[config.mk]
export PLATFORM = sky130hd
export DESIGN_NAME = register_file_16_flat
export DESIGN_NICKNAME = d
export VERILOG_FILES = /design/src/rtl/register_file_16_pkg.sv /design/src/rtl/register_file_16_if.sv /design/src/rtl/register_file_16_reg_cell.sv /design/src/rtl/register_file_16.sv /design/src/flat_wrapper.sv
export SDC_FILE = /design/constraint.sdc
export NUM_CORES = 1
export LEC_CHECK = 0
export CORE_MARGIN = 2
export CORE_UTILIZATION = 45
export DETAILED_ROUTE_END_ITERATION = 10
export SLEW_MARGIN = 20
export SYNTH_ARGS = -nofsm -noshare
export SYNTH_HDL_FRONTEND = slang
export SYNTH_SLANG_ARGS = --single-unit
[constraint.sdc]
create_clock -name clk -period 11.38 [get_ports clk]
set_input_delay 1.707 -clock clk [delete_from_list [all_inputs] [get_ports clk]]
set_output_delay 1.707 -clock clk [all_outputs]
set_load 0.1 [all_outputs]
[src/rtl/register_file_16_pkg.sv]
`default_nettype none
// ============================================================================
// Package     : cpu_pkg
// Description : Shared constants, types and helpers for the register file and
//               the datapath blocks around it.
// Contents    : NUM_REGS, REG_ADDR_W, DATA_W, reg_addr_t, data_t, sel_vec_t,
//               is_multi_hot()
// Revision    : 1.0 - initial release
// ============================================================================
package cpu_pkg;

    localparam int unsigned NUM_REGS   = 16;
    localparam int unsigned REG_ADDR_W = 4;
    localparam int unsigned DATA_W     = 16;

    typedef logic [REG_ADDR_W-1:0] reg_addr_t;
    typedef logic [DATA_W-1:0]     data_t;
    typedef logic [NUM_REGS-1:0]   sel_vec_t;

    // True when two or more bits are set. Clearing the lowest set bit leaves
    // something behind only if another bit was set as well.
    function automatic logic is_multi_hot(input sel_vec_t v);
        return (v & (v - sel_vec_t'(1))) != '0;
    endfunction

endpackage : cpu_pkg
`default_nettype wire

[src/rtl/register_file_16_if.sv]
`default_nettype none
// ============================================================================
// Interface   : register_file_16_if
// Description : Write/read bus between the decode/ALU side and the register
//               file.
// Signals     : select_line   one-hot write enables (bit i -> register i)
//               c_data        write data (C bus)
//               a_addr/b_addr read addresses for ports A and B
//               err_clr       synchronous clear of the multi-select flag
//               a_data/b_data combinational read data
//               multi_sel_err sticky multi-hot select flag
// Modports    : master (driver side), slave (register file side)
// Revision    : 1.0 - initial release
// ============================================================================
interface register_file_16_if
    import cpu_pkg::*;
#(
    parameter int unsigned WIDTH = DATA_W
);
    sel_vec_t          select_line;
    logic [WIDTH-1:0]  c_data;
    reg_addr_t         a_addr;
    reg_addr_t         b_addr;
    logic              err_clr;
    logic [WIDTH-1:0]  a_data;
    logic [WIDTH-1:0]  b_data;
    logic              multi_sel_err;

    modport master (
        output select_line, c_data, a_addr, b_addr, err_clr,
        input  a_data, b_data, multi_sel_err
    );

    modport slave (
        input  select_line, c_data, a_addr, b_addr, err_clr,
        output a_data, b_data, multi_sel_err
    );

endinterface : register_file_16_if
`default_nettype wire

[src/rtl/register_file_16_reg_cell.sv]
`default_nettype none
// ============================================================================
// Module      : reg_cell
// Description : One WIDTH-bit storage register with load enable and
//               asynchronous active-high reset to RESET_VALUE.
// Ports       : clk     rising-edge clock
//               reset   asynchronous active-high reset
//               load_en load d on the next rising edge
//               d       data in
//               q       stored value
// Revision    : 1.0 - initial release
// ============================================================================
module reg_cell
    import cpu_pkg::*;
#(
    parameter int unsigned       WIDTH       = DATA_W,
    parameter logic [WIDTH-1:0]  RESET_VALUE = '0
) (
    input  wire logic             clk,
    input  wire logic             reset,
    input  wire logic             load_en,
    input  wire logic [WIDTH-1:0] d,
    output logic      [WIDTH-1:0] q
);

    logic [WIDTH-1:0] value_d;
    logic [WIDTH-1:0] value_q;

    always_comb begin
        value_d = value_q;
        if (load_en) begin
            value_d = d;
        end
    end

    always_ff @(posedge clk or posedge reset) begin
        if (reset) begin
            value_q <= RESET_VALUE;
        end else begin
            value_q <= value_d;
        end
    end

    assign q = value_q;

endmodule : reg_cell
`default_nettype wire

[src/rtl/register_file_16.sv]
`default_nettype none
// ============================================================================
// Module      : register_file_16
// Description : 16-entry general-purpose register file. Writes c_data into
//               every register selected by the one-hot select_line, offers
//               two combinational read ports (optionally write-through), and
//               keeps a sticky flag for multi-hot select vectors.
// Ports       : clk    rising-edge clock
//               reset  asynchronous active-high reset
//               bus    register_file_16_if.slave (select_line, c_data,
//                      a_addr, b_addr, err_clr -> a_data, b_data,
//                      multi_sel_err)
// Revision    : 1.0 - initial release
// ============================================================================
module register_file_16
    import cpu_pkg::*;
#(
    parameter int unsigned       WIDTH       = DATA_W,
    parameter logic [WIDTH-1:0]  RESET_VALUE = '0,
    parameter int unsigned       BYPASS      = 1
) (
    input  wire logic         clk,
    input  wire logic         reset,
    register_file_16_if.slave bus
);

    logic [WIDTH-1:0] reg_q [NUM_REGS];

    logic             a_hit;
    logic             b_hit;
    logic [WIDTH-1:0] a_rd;
    logic [WIDTH-1:0] b_rd;

    logic             multi_hot;
    logic             multi_sel_err_d;
    logic             multi_sel_err_q;

    // ------------------------------------------------------------------
    // Storage: one cell per register, write enable straight from the
    // decoder. A multi-hot vector simply writes every selected cell.
    // ------------------------------------------------------------------
    for (genvar gi = 0; gi < NUM_REGS; gi++) begin : g_regs
        reg_cell #(
            .WIDTH       (WIDTH),
            .RESET_VALUE (RESET_VALUE)
        ) u_cell (
            .clk     (clk),
            .reset   (reset),
            .load_en (bus.select_line[gi]),
            .d       (bus.c_data),
            .q       (reg_q[gi])
        );
    end

    // ------------------------------------------------------------------
    // Write-through detection: a port hits when the register it reads is
    // being written this cycle.
    // ------------------------------------------------------------------
    if (BYPASS != 0) begin : g_bypass
        assign a_hit = bus.select_line[bus.a_addr];
        assign b_hit = bus.select_line[bus.b_addr];
    end else begin : g_no_bypass
        assign a_hit = 1'b0;
        assign b_hit = 1'b0;
    end

    // Read ports
    always_comb begin
        a_rd = reg_q[bus.a_addr];
        b_rd = reg_q[bus.b_addr];
        if (a_hit) begin
            a_rd = bus.c_data;
        end
        if (b_hit) begin
            b_rd = bus.c_data;
        end
    end

    assign bus.a_data = a_rd;
    assign bus.b_data = b_rd;

    // ------------------------------------------------------------------
    // Sticky multi-select flag. A new violation outranks a clear in the
    // same cycle so that no event can be silently dropped.
    // ------------------------------------------------------------------
    assign multi_hot = is_multi_hot(bus.select_line);

    always_comb begin
        multi_sel_err_d = multi_sel_err_q;
        if (multi_hot) begin
            multi_sel_err_d = 1'b1;
        end else if (bus.err_clr) begin
            multi_sel_err_d = 1'b0;
        end
    end

    always_ff @(posedge clk or posedge reset) begin
        if (reset) begin
            multi_sel_err_q <= 1'b0;
        end else begin
            multi_sel_err_q <= multi_sel_err_d;
        end
    end

    assign bus.multi_sel_err = multi_sel_err_q;

endmodule : register_file_16
`default_nettype wire

[src/flat_wrapper.sv]
// flat-port wrapper written by rule: the top's interface ports become plain ports
module register_file_16_flat import cpu_pkg::*;
#(
    parameter int unsigned       WIDTH       = DATA_W,
    parameter logic [WIDTH-1:0]  RESET_VALUE = '0,
    parameter int unsigned       BYPASS      = 1
)
  (clk, reset, bus_select_line, bus_c_data, bus_a_addr, bus_b_addr, bus_err_clr, bus_a_data, bus_b_data, bus_multi_sel_err);
  register_file_16_if #(.WIDTH(WIDTH)) bus_i ();
  input  wire logic clk;
  input  wire logic reset;
  input wire logic [$bits(bus_i.select_line)-1:0] bus_select_line;
  input wire logic [$bits(bus_i.c_data)-1:0] bus_c_data;
  input wire logic [$bits(bus_i.a_addr)-1:0] bus_a_addr;
  input wire logic [$bits(bus_i.b_addr)-1:0] bus_b_addr;
  input wire logic [$bits(bus_i.err_clr)-1:0] bus_err_clr;
  output wire logic [$bits(bus_i.a_data)-1:0] bus_a_data;
  output wire logic [$bits(bus_i.b_data)-1:0] bus_b_data;
  output wire logic [$bits(bus_i.multi_sel_err)-1:0] bus_multi_sel_err;
  assign bus_i.select_line = bus_select_line;
  assign bus_i.c_data = bus_c_data;
  assign bus_i.a_addr = bus_a_addr;
  assign bus_i.b_addr = bus_b_addr;
  assign bus_i.err_clr = bus_err_clr;
  assign bus_a_data = bus_i.a_data;
  assign bus_b_data = bus_i.b_data;
  assign bus_multi_sel_err = bus_i.multi_sel_err;
  register_file_16 #(.WIDTH(WIDTH), .RESET_VALUE(RESET_VALUE), .BYPASS(BYPASS)) u_core (.clk(clk), .reset(reset), .bus(bus_i));
endmodule
=== After elaboration in Yosys (flattened, before gate mapping) ===
Cells that the tools add are included.
Widths: inputs -> output; s select.

* Register bits after elaboration: 257
* Bits in latches: 0
* Memory bits (writable): 0
* ROM bits: 0
* Input bits: 43
* Output and inout bits: 33
* Logic and storage cells: 41
* Memories: 0

* Add/sub/neg operators: 1
* Multipliers: 0
* Div/mod/pow operators: 0
* $lt $le $gt $ge: 4
* Equal/unequal tests: 0
* Shift-type cells: 0
* Multiplexer cells: 14
* Bitwise gates (word level): 3
* Reduce and logical (&&, ||, !) cells: 2

{| class="wikitable"
|+ Operator list
! operator !! count
|-
| $bmux 16 s4 || 2
|-
| $mux 16 || 6
|-
| $and 16x16->16 || 1
|-
| $reduce_bool 16->1 || 1
|-
| $sub 16x1->16 const B || 1
|-
| $ge 5x5->1 const B || 2
|-
| $lt 4x5->1 const B || 2
|-
| $not 4->5 || 2
|-
| $bmux 1 s4 || 2
|-
| $mux 1 || 4
|-
| $reduce_bool 2->1 || 1
|}

=== Logic depth before layout (Yosys ltp) ===
Gate-level depths: netlist of run 1.

* Depth after elaboration: 5
* Depth in mapped cells: 7
* Depth with buffers taken out: 5

=== By module ===
A second synthesis of run 1 with hierarchy kept.

* Cells, all modules: 917
* Area total of the unflattened synthesis: 15112.0 µm²

{| class="wikitable"
|+ By module, submodules not included
! module !! times used !! cells each !! area an instance (µm²) !! seq. area each (µm²)
|-
| reg_cell || 16 || 35 || 653.1 || 400.4
|-
| register_file_16 || 1 || 357 || 4662.0 || 25.0
|}

=== Worst setup path before layout of run 1 ===
Ideal clock, no wire load.

* Path kind: input to output
* From: in bus_a_addr[0]
* To: out bus_a_data[0]
* Data arrival time: 3.473 ns
* Data required time: 9.673 ns
* Path slack: 6.200 ns
* Cell stages on the path: 7
* Buffers on the path: 3
* Cell sequence: buf_6 > buf_4 > buf_2 > mux4_2 > a22oi_1 > nand2_1 > mux2_2

* Cells in the longest elaborated chain, start to end: 5
* Elaborated cells on any way between the ends: 7
* Those cells by class: mux (6); bitwise (1)

{| class="wikitable"
|+ Ends and longest elaborated chain
! element !! RTL line !! source
|-
| from (decl) || flat_wrapper.sv:14 || <nowiki>input wire logic [$bits(bus_i.a_addr)-1:0] bus_a_addr;</nowiki>
|-
| $not 4->5 (not written as such) || register_file_16.sv:69 || <nowiki>a_rd = reg_q[bus.a_addr];</nowiki>
|-
| $bmux 16 s4 || register_file_16.sv:69 ||
|-
| $mux 16 (not written as such) (2 in series) || register_file_16.sv:69 ||
|-
| $mux 16 (*) || register_file_16.sv:71 || <nowiki>if (a_hit) begin</nowiki>
|-
| to (decl) || flat_wrapper.sv:17 || <nowiki>output wire logic [$bits(bus_i.a_data)-1:0] bus_a_data;</nowiki>
|}

Mark *: on every way between the ends. The rest lies on a longest branch, timed or not. The select of a mux whose other input is x is not followed.

=== Final worst setup path of run 1 ===
* From: in bus_b_addr[0]
* To: out bus_b_data[5]

* Cells in the longest elaborated chain, start to end: 5
* Elaborated cells on any way between the ends: 7
* Those cells by class: mux (6); bitwise (1)

{| class="wikitable"
|+ Ends and longest elaborated chain
! element !! RTL line !! source
|-
| from (decl) || flat_wrapper.sv:15 || <nowiki>input wire logic [$bits(bus_i.b_addr)-1:0] bus_b_addr;</nowiki>
|-
| $not 4->5 (not written as such) || register_file_16.sv:70 || <nowiki>b_rd = reg_q[bus.b_addr];</nowiki>
|-
| $bmux 16 s4 || register_file_16.sv:70 ||
|-
| $mux 16 (not written as such) (2 in series) || register_file_16.sv:70 ||
|-
| $mux 16 (*) || register_file_16.sv:74 || <nowiki>if (b_hit) begin</nowiki>
|-
| to (decl) || flat_wrapper.sv:18 || <nowiki>output wire logic [$bits(bus_i.b_data)-1:0] bus_b_data;</nowiki>
|}

Marked as above.

==> results by group, run 1 <==
Status
  • Status: finished, final reports clean

Yosys
  • Largest family of logic cells by synthesized area: multiplexers
  • Synth Cell Area: 0.0141 sq mm
  • Synthesized area per cell: 15.4 sq um
  • Net Count, Synth: 959
  • Unique masters post-synth: 32
  • Flops & latches, synth: 257
  • Synth warnings: 0
  • Seq/Total Area, Yosys: 0.455
  • Syn Inst Count: approximately 920
  • Mux cell area share after synthesis: 0.453
  • Synth Area in Compound Gates: 0.0409
  • Post-synthesis xor/xnor area fraction: 0
  • Adder-cell share of the synthesized area: 0.00142
  • Post-Synth Simple-Gate Area: 0.0182

Drt
  • 1st-iter DRT viols: 690
  • Final wirelength: 38.9 mm
  • Via density: 6.35
  • Post-route antenna net violation count: 0
  • Drt wl/cell: 28.2 microns
  • Detailed-route via count: slightly below 9k
  • DRC errors left: 0
  • Drt pass-1 iters: 5

Floorplanning
  • Num ports: 76
  • Die area: roughly 0.033 sq mm
  • Rows: 64
  • Die Span X: roughly 180 microns
  • Starting Density: 0.460
  • Die height: around 180 microns
  • Core box area: 0.0307 sq mm

GRT
  • Vias in the first global route: 9259
  • Overflow after GRT: 0
  • Global-route wire length before repair: roughly 59 mm
  • Routing usage on met3: 0.0387
  • Largest net degree at the start of global routing: approximately 130
  • M2 GR Usage: 0.385
  • Top Usage Layer GRT: met2
  • Antenna violations before repair: 1
  • All-Layer GR Usage: 0.242
  • Met1 global-route usage: 0.347

Power and ir drop
  • Leak pwr: 6.40 nW
  • Pwr/cell area: 164 mW/mm^2
  • VDD IR max: ~110 uV

Final layout
  • Fill cell count: 2578
  • Storage cell area: roughly 0.0064 sq mm
  • Synthesis-to-layout area growth: 14.6%
  • Final #Nets: roughly 1.0k
  • Share of cells above drive strength 1: 0.528
  • Multi-input gate area: 0.00729 sq mm

Timing
  • Clock skew: 0 ns
  • F_max: 138 MHz
  • Setup_tns: 0 ns
  • Setup Viol. Count Final: 0
  • Least-Margin Pin Slew: 1.05 ns
  • Max Slew Vio Count: 0
  • Period utilization: 0.639
  • Final Hold Viols: 0
  • RSZ-0062 raised after global routing: no
  • Minimum clock period: 7.27 ns
  • Rel. slew slack: 0.299
  • Hold WS: between 0.5 and 0.6 ns

Clock tree
  • CTS tree: built
  • H-Tree Depth: 1
  • Setup bufs post-CTS: 0
  • Clock transition at the registers of the reported paths: 0.05 ns
  • Cts hold-fix bufs: 0
  • Total CTS buffers: 31
  • Post_cts resized: 0
  • CTS Sinks: 257
  • Clock latency on the worst-skew pair: approximately 0.55 ns
  • Clock Path Buffers: 3
  • Clock Tree Root: clkbuf_16

Worst setup path
  • CP Capture Type: output pin
  • FF-to-FF End: u_core.bus.multi_sel_err
  • CP Capture Point: bus_b_data[5]
  • Critical path data required time: 9.67 ns
  • Critical path startpoint: bus_b_addr[0]
  • R2R cell count: 2
  • Crit Path Category: in2out
  • Worst path arrival time: between 5 and 6 ns
  • Startpoint type of the worst setup path: primary input
  • Reg2reg start: u_core.bus.multi_sel_err
  • R2R setup slack: between 10 and 15 ns
  • Crit-path max FO: 43

Hold path
  • WHS Path Cells: 1
  • Min-delay worst type: reg2reg

Run
  • Max cap viols: 0

Place
  • GPL Wtd Cong: 0.751
  • I/O Buffers: 75
  • DP HPWL: approximately 22 mm
-- how the worst min path moves through the flow --
stage	end	from	slack (ns)
after detailed placement	u_core.g_regs[14].u_cell.q[2]	u_core.g_regs[14].u_cell.q[2]	0.51
after floorplan	u_core.g_regs[12].u_cell.q[10]	u_core.g_regs[12].u_cell.q[10]	0.49
final	u_core.g_regs[14].u_cell.q[2]	u_core.g_regs[14].u_cell.q[2]	0.52
after global routing	u_core.g_regs[13].u_cell.q[12]	u_core.g_regs[13].u_cell.q[12]	0.54
after global placement	u_core.g_regs[4].u_cell.q[14]	u_core.g_regs[4].u_cell.q[14]	0.50
after CTS	u_core.g_regs[14].u_cell.q[2]	u_core.g_regs[14].u_cell.q[2]	0.52
-- metal layers --
metal / wire length, microns / vias to the layer above / part of all wire
li1: - / 3685 / -
met3: 1710 / 71 / 0.044
met5: 62 / - / 0.0016
met2: 18500 / 234 / 0.47
met1: 17800 / 4769 / 0.46
met4: 945 / 2 / 0.024
-- kinds of logic after synthesis --
group                      Yosys count
and+or+nand+nor                     57
DFF                                257
adders and majority gates            2
muxes                              426
AOI/OAI and AO/OA                   76
buffers and inverters               98
-- flip-flops by register name, indices dropped and copies added, names as in the netlist --
name / cells
u_core.g_regs.u_cell.q: 256
u_core.bus.multi_sel_err: 1
-- synth_stat cells --
cell type  count  area (sq um)
or4_1          1          7.51
buf_6          5          56.3
maj3_1         2          20.0
nor3_1         4          20.0
or2_2          1          6.26
nand2_1       33           124
o31ai_1        1          7.51
mux2_4        20           300
a21oi_1        2          10.0
clkbuf_1      47           176
buf_1         18          67.6
a211oi_2       2          25.0
and2_1         2          12.5
mux2_2       268          3020
nand2b_1       1          6.26
buf_4          5          37.5
nor2b_1        5          31.3
dfrtp_1      257          6430
a22oi_1       64           480
nor2_1         7          26.3
a2111oi_0      2          17.5
o21ai_0        1          5.00
mux2i_1        2          20.0
o211ai_1       1          7.51
nor2b_4        1          13.8
a221oi_1       1          8.76
mux4_1         2          52.6
inv_1          2          7.51
a21oi_2        2          17.5
mux4_2       134          3020
nand3_1        2          10.0
buf_2         21           105
-- layout by cell type (no fill, tap or decap), types with 11 or more instances in the layout --
cell type,synthesis,routed
a22oi_1,64,64
buf_4,5,37
clkbuf_16,0,31
clkbuf_8,0,11
clkdlybuf4s50_1,0,71
dfrtp_1,257,257
mux2_2,268,268
mux2_4,20,20
mux4_2,134,134
nand2_1,33,33
-- report_power, final --
group | internal [W] | total (W) | leakage, nW | switching [W]
clock | 0.000568 | 0.000952 | 0.493 | 0.000384
sequential | 0.00101 | 0.00107 | 3.00 | 0.0000650
combinational | 0.000283 | 0.000639 | 2.91 | 0.000356
total | 0.00186 | 0.00266 | 6.40 | 0.000805
-- cell type report --
cell class | instances | share of cell area
multi-input cells | 561 | 0.450
flip-flops and latches | 257 | 0.397
repair buffers | 108 | 0.0610
clock buffers | 49 | 0.0588
well taps | 396 | 0.0306
clock inverters | 6 | 0.00208
inverters | 2 | 0.000926
diodes | 1 | 0.000154
-- metrics by stage --
stage | cells | total power, W | utilization | worst slack (ns) | cell area [sq um]
2_1_floorplan | 916 | 0.00156 | - | 2.60 | 14100
3_3_place_gp | 1324 | 0.00172 | 0.495 | 4.10 | 15200
3_5_place_dp | 1324 | 0.00173 | 0.495 | 4.11 | 15200
4_1_cts | 1379 | 0.00268 | 0.527 | 4.09 | 16200
5_1_grt | 1379 | 0.00276 | 0.527 | 3.95 | 16200
6_report | 1380 | 0.00266 | 0.527 | 4.11 | 16200
-- critical path, cell delays in order --
cell             delay, ns
buf_4                 0.44
buf_4                 0.81
mux4_2                0.59
a22oi_1               0.45
nand2_1               0.20
mux2_4                0.31
clkdlybuf4s50_1       0.97
(Power assumes the default switching activity.)
==> inputs of run 2 (changes only) <==
==> constraint.sdc (replaced) <==
create_clock -name clk -period 6.9 [get_ports clk]
set_input_delay 1.035 -clock clk [delete_from_list [all_inputs] [get_ports clk]]
set_output_delay 1.035 -clock clk [all_outputs]
set_load 0.1 [all_outputs]
==> results by group, run 2 (synthesized netlist as in run 1, its figures left out) <==
Power and ir drop
  • Leak pwr: 6.46 nW (+0.87%)
  • VDD IR max: 177 uV (+60%)
  • Pint: 0.00310 W (+67%)
  • Net switching fraction of the power: 0.299 (-0.00353)
  • Switching pwr: 0.00132 W (+64%)
  • Reg power frac: 0.401 (about the same)
  • Pwr/cell area: 273 mW/mm^2 (+66%)
  • Clock share of power: 0.361 (+0.003)
  • Combinational power share: 0.238 (-0.002)

Drt
  • 1st-iter DRT viols: 655 (-5.1%)
  • Detailed-route via count: 8794 (+0.38%)
  • Drt pass-1 iters: 5 (unchanged)
  • Final wirelength: 40.4 mm (+3.6%)
  • Drt wl/cell: 29.2 microns (+3.6%)
  • DRC errors left: 0 (unchanged)
  • Post-route antenna net violation count: 0 (unchanged)
  • Via density: 6.37 (+0.30%)

Timing
  • Setup Viol. Count Final: 0 (unchanged)
  • Max Slew Vio Count: 0 (unchanged)
  • Period utilization: 0.733
  • F_max: just under 200 MHz
  • Least-Margin Pin Slew: 1.15 ns (+0.0987 ns)
  • Final Hold Viols: 0 (unchanged)
  • Final setup margin: 1.84 ns (-2.27 ns)
  • Setup_tns: 0 ns (unchanged)
  • Clock skew: 0 ns (unchanged)
  • Minimum clock period: approximately 5.1 ns
  • Rel. slew slack: 0.232 (-0.0671)
  • Hold WS: 0.522 ns (+0.00491 ns)
  • RSZ-0062 raised after global routing: no

Final layout
  • Fin cells: 1381 (+0.072%)
  • Final #Nets: 1010 (+0.60%)
  • Most common cell after layout, fill and taps aside: mux2_2
  • Most frequent cells in the layout: 268 x mux2_2, 257 x dfrtp_1, 134 x mux4_2
  • Ant diodes: 0 (-1)
  • Post-Route Utilization: 0.526 (-0.00102)
  • Share of cells above drive strength 1: 0.564 (+0.0365)
  • Synthesis-to-layout area growth: 14.3%
  • Fill cell count: 2624 (+1.8%)
  • Max reg flops: 256 (unchanged)

Floorplanning
  • Core box area: 0.0307 sq mm (unchanged)
  • Die height: 181 microns (unchanged)
  • Die Span X: 181 microns (unchanged)
  • Num ports: 76 (unchanged)
  • Starting Density: 0.460 (unchanged)
  • Die area: 0.0329 sq mm (unchanged)
  • Rows: 64 (unchanged)

Place
  • GPL Wtd Cong: 0.779 (+3.7%)
  • DP HPWL: 25.2 mm (+13%)
  • I/O Buffers: 75 (unchanged)
  • Placed Cells: 1331 (+0.53%)
  • Dpl ws: 1.83 ns (-2.28 ns)

Clock tree
  • Clock Path Buffers: 3 (unchanged)
  • H-Tree Depth: 1 (unchanged)
  • CTS Sinks: 257 (unchanged)
  • Cts hold-fix bufs: 0 (unchanged)
  • Clock latency on the worst-skew pair: 0.54 ns (about the same)
  • CTS tree: built
  • Clock Tree Root: clkbuf_16
  • Setup bufs post-CTS: 0 (unchanged)
  • Post_cts resized: 0 (unchanged)
  • Clock transition at the registers of the reported paths: 0.06 ns (about the same)
  • Total CTS buffers: 30 (-3.2%)

GRT
  • Antenna violations before repair: 0 (-1)
  • Overflow after GRT: 0 (unchanged)
  • Global-route wire length before repair: 61.2 mm (+3.3%)
  • All-Layer GR Usage: 0.251 (+0.00928)
  • Vias in the first global route: 9253 (-0.065%)
  • Largest net degree at the start of global routing: 78 (-39%)

Worst setup path
  • Crit Path Category: in2out
  • Startpoint type of the worst setup path: primary input
  • Crit-path max FO: 15 (-65%)
  • CP Capture Type: output pin
  • Critical path data required time: 5.86 ns (-3.81 ns)
  • Worst path arrival time: 4.02 ns (-1.54 ns)

Hold path
  • Min-delay worst type: reg2reg

Status
  • Status: finished, final reports clean

Run
  • Max cap viols: 0 (unchanged)
## run 2: changes by cell type in the layout (fill, tap and decap cells not counted), sizes merged
| cell | delta |
|---|---|
| clkinv | -2 |
| inv | -2 |
| clkbuf | -4 |
| bufinv | +2 |
| clkdlybuf4s50 | -32 |
| clkinvlp | +1 |
| buf | +39 |
| diode | -1 |
## run 2: power groups by stage
stage	registers, W	logic, W	clock network, W
floorplan	0.00175	0.000817	0
detailed placement	0.00179	0.00106	0
CTS	0.00177	0.00106	0.00163
finish	0.00177	0.00105	0.00159
global placement	0.00178	0.00105	0
global route	0.00179	0.00110	0.00169
## run 2: final cells by class
cell class | instances | area [sq um] | area share
flip-flops and latches | 257 | 6430 | 0.398
repair buffers | 115 | 965 | 0.0596
multi-input cells | 561 | 7280 | 0.450
clock inverters | 5 | 75.1 | 0.00464
well taps | 396 | 495 | 0.0306
inverters | 2 | 11.3 | 0.000696
clock buffers | 45 | 918 | 0.0568
## run 2: final timing paths
kind	from	endpoint	slack, ns	cells past startpoint
hold / removal	u_core.g_regs[6].u_cell.q[7]	u_core.g_regs[6].u_cell.q[7]	0.52	1
max in group asynchronous	reset	u_core.g_regs[11].u_cell.q[0]	4.84	3
setup reg to reg	u_core.bus.multi_sel_err	u_core.bus.multi_sel_err	5.85	2
hold reg to reg	u_core.g_regs[6].u_cell.q[7]	u_core.g_regs[6].u_cell.q[7]	0.52	1
setup / recovery	bus_select_line[1]	bus_b_data[2]	1.84	9
min in group asynchronous	reset	u_core.g_regs[4].u_cell.q[11]	0.87	2
## run 2: layer usage
layer / wire length (microns) / track usage / vias up
li1: - / - / 3678
met1: 17600 / 0.352 / 4784
met2: 19100 / 0.400 / 265
met3: 2750 / 0.0558 / 67
met4: 930 / 0.0631 / 0
met5: 0 / 0 / -
## run 2: worst max-delay path: stages
cell and delay [ns]:
clkdlybuf4s50_1 0.75, buf_4 0.35, mux4_2 0.28, nor2b_1 0.15, a211oi_2 0.06, a21oi_2 0.41
buf_4 0.36, mux2_2 0.37, buf_4 0.23
## run 2: stage by stage
stage / total power [W] / area, sq um
after floorplan: 0.00257 / 14200
after global placement: 0.00283 / 15200
after detailed placement: 0.00285 / 15200
after CTS: 0.00445 / 16200
after global routing: 0.00458 / 16200
final: 0.00442 / 16200
==> inputs of run 3 (changes only) <==
--- a/config.mk
+++ b/config.mk
@@ -8,6 +8,7 @@
 export CORE_MARGIN = 2
 export CORE_UTILIZATION = 45
 export DETAILED_ROUTE_END_ITERATION = 10
+export PLACE_DENSITY = 0.65
 export SLEW_MARGIN = 20
 export SYNTH_ARGS = -nofsm -noshare
 export SYNTH_HDL_FRONTEND = slang
==> constraint.sdc (replaced) <==
create_clock -name clk -period 4.32 [get_ports clk]
set_input_delay 0.648 -clock clk [delete_from_list [all_inputs] [get_ports clk]]
set_output_delay 0.648 -clock clk [all_outputs]
set_load 0.1 [all_outputs]
==> results by group, run 3 (synthesized netlist as in run 1, its figures left out) <==
Clock tree
  • Clock Tree Root: clkbuf_16
  • Setup bufs post-CTS: 0 (unchanged)
  • H-Tree Depth: 1 (unchanged)
  • Clock latency on the worst-skew pair: 0.55 ns (about the same)
  • Cts hold-fix bufs: 0 (unchanged)
  • Total CTS buffers: 30 (unchanged)
  • Clock Path Buffers: 3 (unchanged)
  • CTS Sinks: 257 (unchanged)
  • Post_cts resized: 0 (unchanged)
  • CTS tree: built
  • Clock transition at the registers of the reported paths: 0.06 ns (about the same)

Final layout
  • Final #Nets: 1013 (+0.30%)
  • Synthesis-to-layout area growth: 17.8%
  • Final instance area: 0.0167 sq mm (+3.0%)
  • Max reg flops: 256 (unchanged)
  • Most frequent cells in the layout: 268 x mux2_2, 257 x dfrtp_1, 134 x mux4_2
  • Ant diodes: 0 (unchanged)
  • Share of cells above drive strength 1: 0.560 (-0.00398)
  • Multi-input gate area: 0.00727 sq mm (-0.17%)
  • Storage cell area: 0.00643 sq mm (unchanged)
  • Post-Route Utilization: 0.542 (+0.0159)
  • Fill cell count: 2498 (-4.8%)
  • Most common cell after layout, fill and taps aside: mux2_2

Floorplanning
  • Core box area: 0.0307 sq mm (unchanged)
  • Die Span X: 181 microns (unchanged)
  • Die area: 0.0329 sq mm (unchanged)
  • Num ports: 76 (unchanged)
  • Die height: 181 microns (unchanged)
  • Rows: 64 (unchanged)
  • Starting Density: 0.460 (unchanged)

Timing
  • Least-Margin Pin Slew: 1.15 ns (+0.00529 ns)
  • Period utilization: 0.975
  • Final Hold Viols: 0 (unchanged)
  • Setup Viol. Count Final: 0 (unchanged)
  • Clock skew: 0 ns (unchanged)
  • RSZ-0062 raised after global routing: no
  • Max Slew Vio Count: 0 (unchanged)
  • F_max: 237 MHz
  • Rel. slew slack: 0.230 (-0.00165)
  • Hold WS: 0.492 ns (-0.0297 ns)
  • Minimum clock period: 4.21 ns
  • Setup_tns: 0 ns (unchanged)

Power and ir drop
  • Leak pwr: 6.64 nW (+2.8%)
  • VDD IR max: 294 uV (+66%)
  • Total Power: 0.00720 W (+63%)
  • Pwr/cell area: 432 mW/mm^2 (+58%)

Status
  • Status: finished, final reports clean

Place
  • I/O Buffers: 75 (unchanged)
  • DP HPWL: 23.8 mm (-5.4%)
  • Post-DP Area: 0.0157 sq mm (+3.2%)
  • GPL Wtd Cong: 0.795 (+2.2%)

Drt
  • 1st-iter DRT viols: 693 (+5.8%)
  • Drt pass-1 iters: 5 (unchanged)
  • Final wirelength: 39.2 mm (-2.8%)
  • Drt wl/cell: 28.3 microns (-3.2%)
  • DRC errors left: 0 (unchanged)
  • Via density: 6.31 (-0.89%)
  • Post-route antenna net violation count: 0 (unchanged)
  • Detailed-route via count: 8760 (-0.39%)

Worst setup path
  • CP Capture Type: output pin
  • R2R cell count: 2 (unchanged)
  • Critical path data required time: 3.67 ns (-2.19 ns)
  • Crit Path Category: in2out
  • Crit-path max FO: 12 (-3)
  • FF-to-FF End: u_core.bus.multi_sel_err
  • R2R setup slack: 3.33 ns (-2.52 ns)
  • Startpoint type of the worst setup path: primary input
  • Reg2reg start: u_core.bus.multi_sel_err
  • Worst path arrival time: 3.56 ns (-0.46 ns)

GRT
  • Overflow after GRT: 0 (unchanged)
  • All-Layer GR Usage: 0.247 (-0.00423)
  • Antenna violations before repair: 0 (unchanged)
  • Vias in the first global route: 9461 (+2.2%)
  • Global-route wire length before repair: 60.7 mm (-0.82%)
  • Largest net degree at the start of global routing: 124 (+59%)

Run
  • Max cap viols: 0 (unchanged)

Hold path
  • Min-delay worst type: in2async
-- run 3: cell types whose count changed in the layout (fill, tap and decap cells not counted), moves of 2 or more --
cell and change:
buf_12 +39, nor2b_1 +3, buf_4 -37, nor2_2 -2, nor2_1 +2, buf_2 +2
nor2b_2 -3, clkbuf_1 +2
-- run 3: per-layer routing --
metal / vias up / part of all wire / global-route usage
met5: - / 0 / 0
met4: 0 / 0.032 / 0.0803
met3: 73 / 0.046 / 0.0318
met2: 283 / 0.49 / 0.409
met1: 4713 / 0.43 / 0.340
li1: 3691 / - / -
-- run 3: power breakdown --
group	internal [W]	switching (W)
registers	0.00265	0.000170
clock network	0.00152	0.00100
logic	0.000875	0.000978
total	0.00505	0.00215
-- run 3: final cells by class --
type | instances | area share
Clock buffer | 47 | 0.0556
Clock inverter | 7 | 0.00398
Inverter | 2 | 0.000676
Multi-Input combinational cell | 561 | 0.436
Sequential cell | 257 | 0.386
Tap cell | 396 | 0.0297
Timing Repair Buffer | 118 | 0.0880
-- run 3: critical path, stage by stage --
cell and delay [ns]:
clkdlybuf4s50_1 0.75, mux4_2 0.28, nor2b_1 0.15, a211oi_2 0.07, a21oi_2 0.83, buf_4 0.32
mux2_4 0.33, buf_12 0.17
-- run 3: how the worst max path moves through the flow --
stage                               endpoint  cells past startpoint  slack, ns          start
finish                         bus_b_data[8]                      8       0.11  bus_b_addr[1]
global route                   bus_b_data[9]                      8       0.02  bus_b_addr[1]
detailed placement             bus_b_data[7]                      8       0.11  bus_b_addr[1]
CTS                            bus_b_data[8]                      8       0.10  bus_b_addr[1]
floorplan           u_core.bus.multi_sel_err                      1       0.29          reset
global placement               bus_b_data[7]                      8       0.13  bus_b_addr[1]
-- run 3: through the flow --
step / worst slack [ns] / std cells
4_1_cts: 0.105 / 1388
3_3_place_gp: 0.130 / 1334
6_report: 0.109 / 1388
2_1_floorplan: 0.286 / 916
3_5_place_dp: 0.114 / 1334
5_1_grt: 0.0240 / 1388
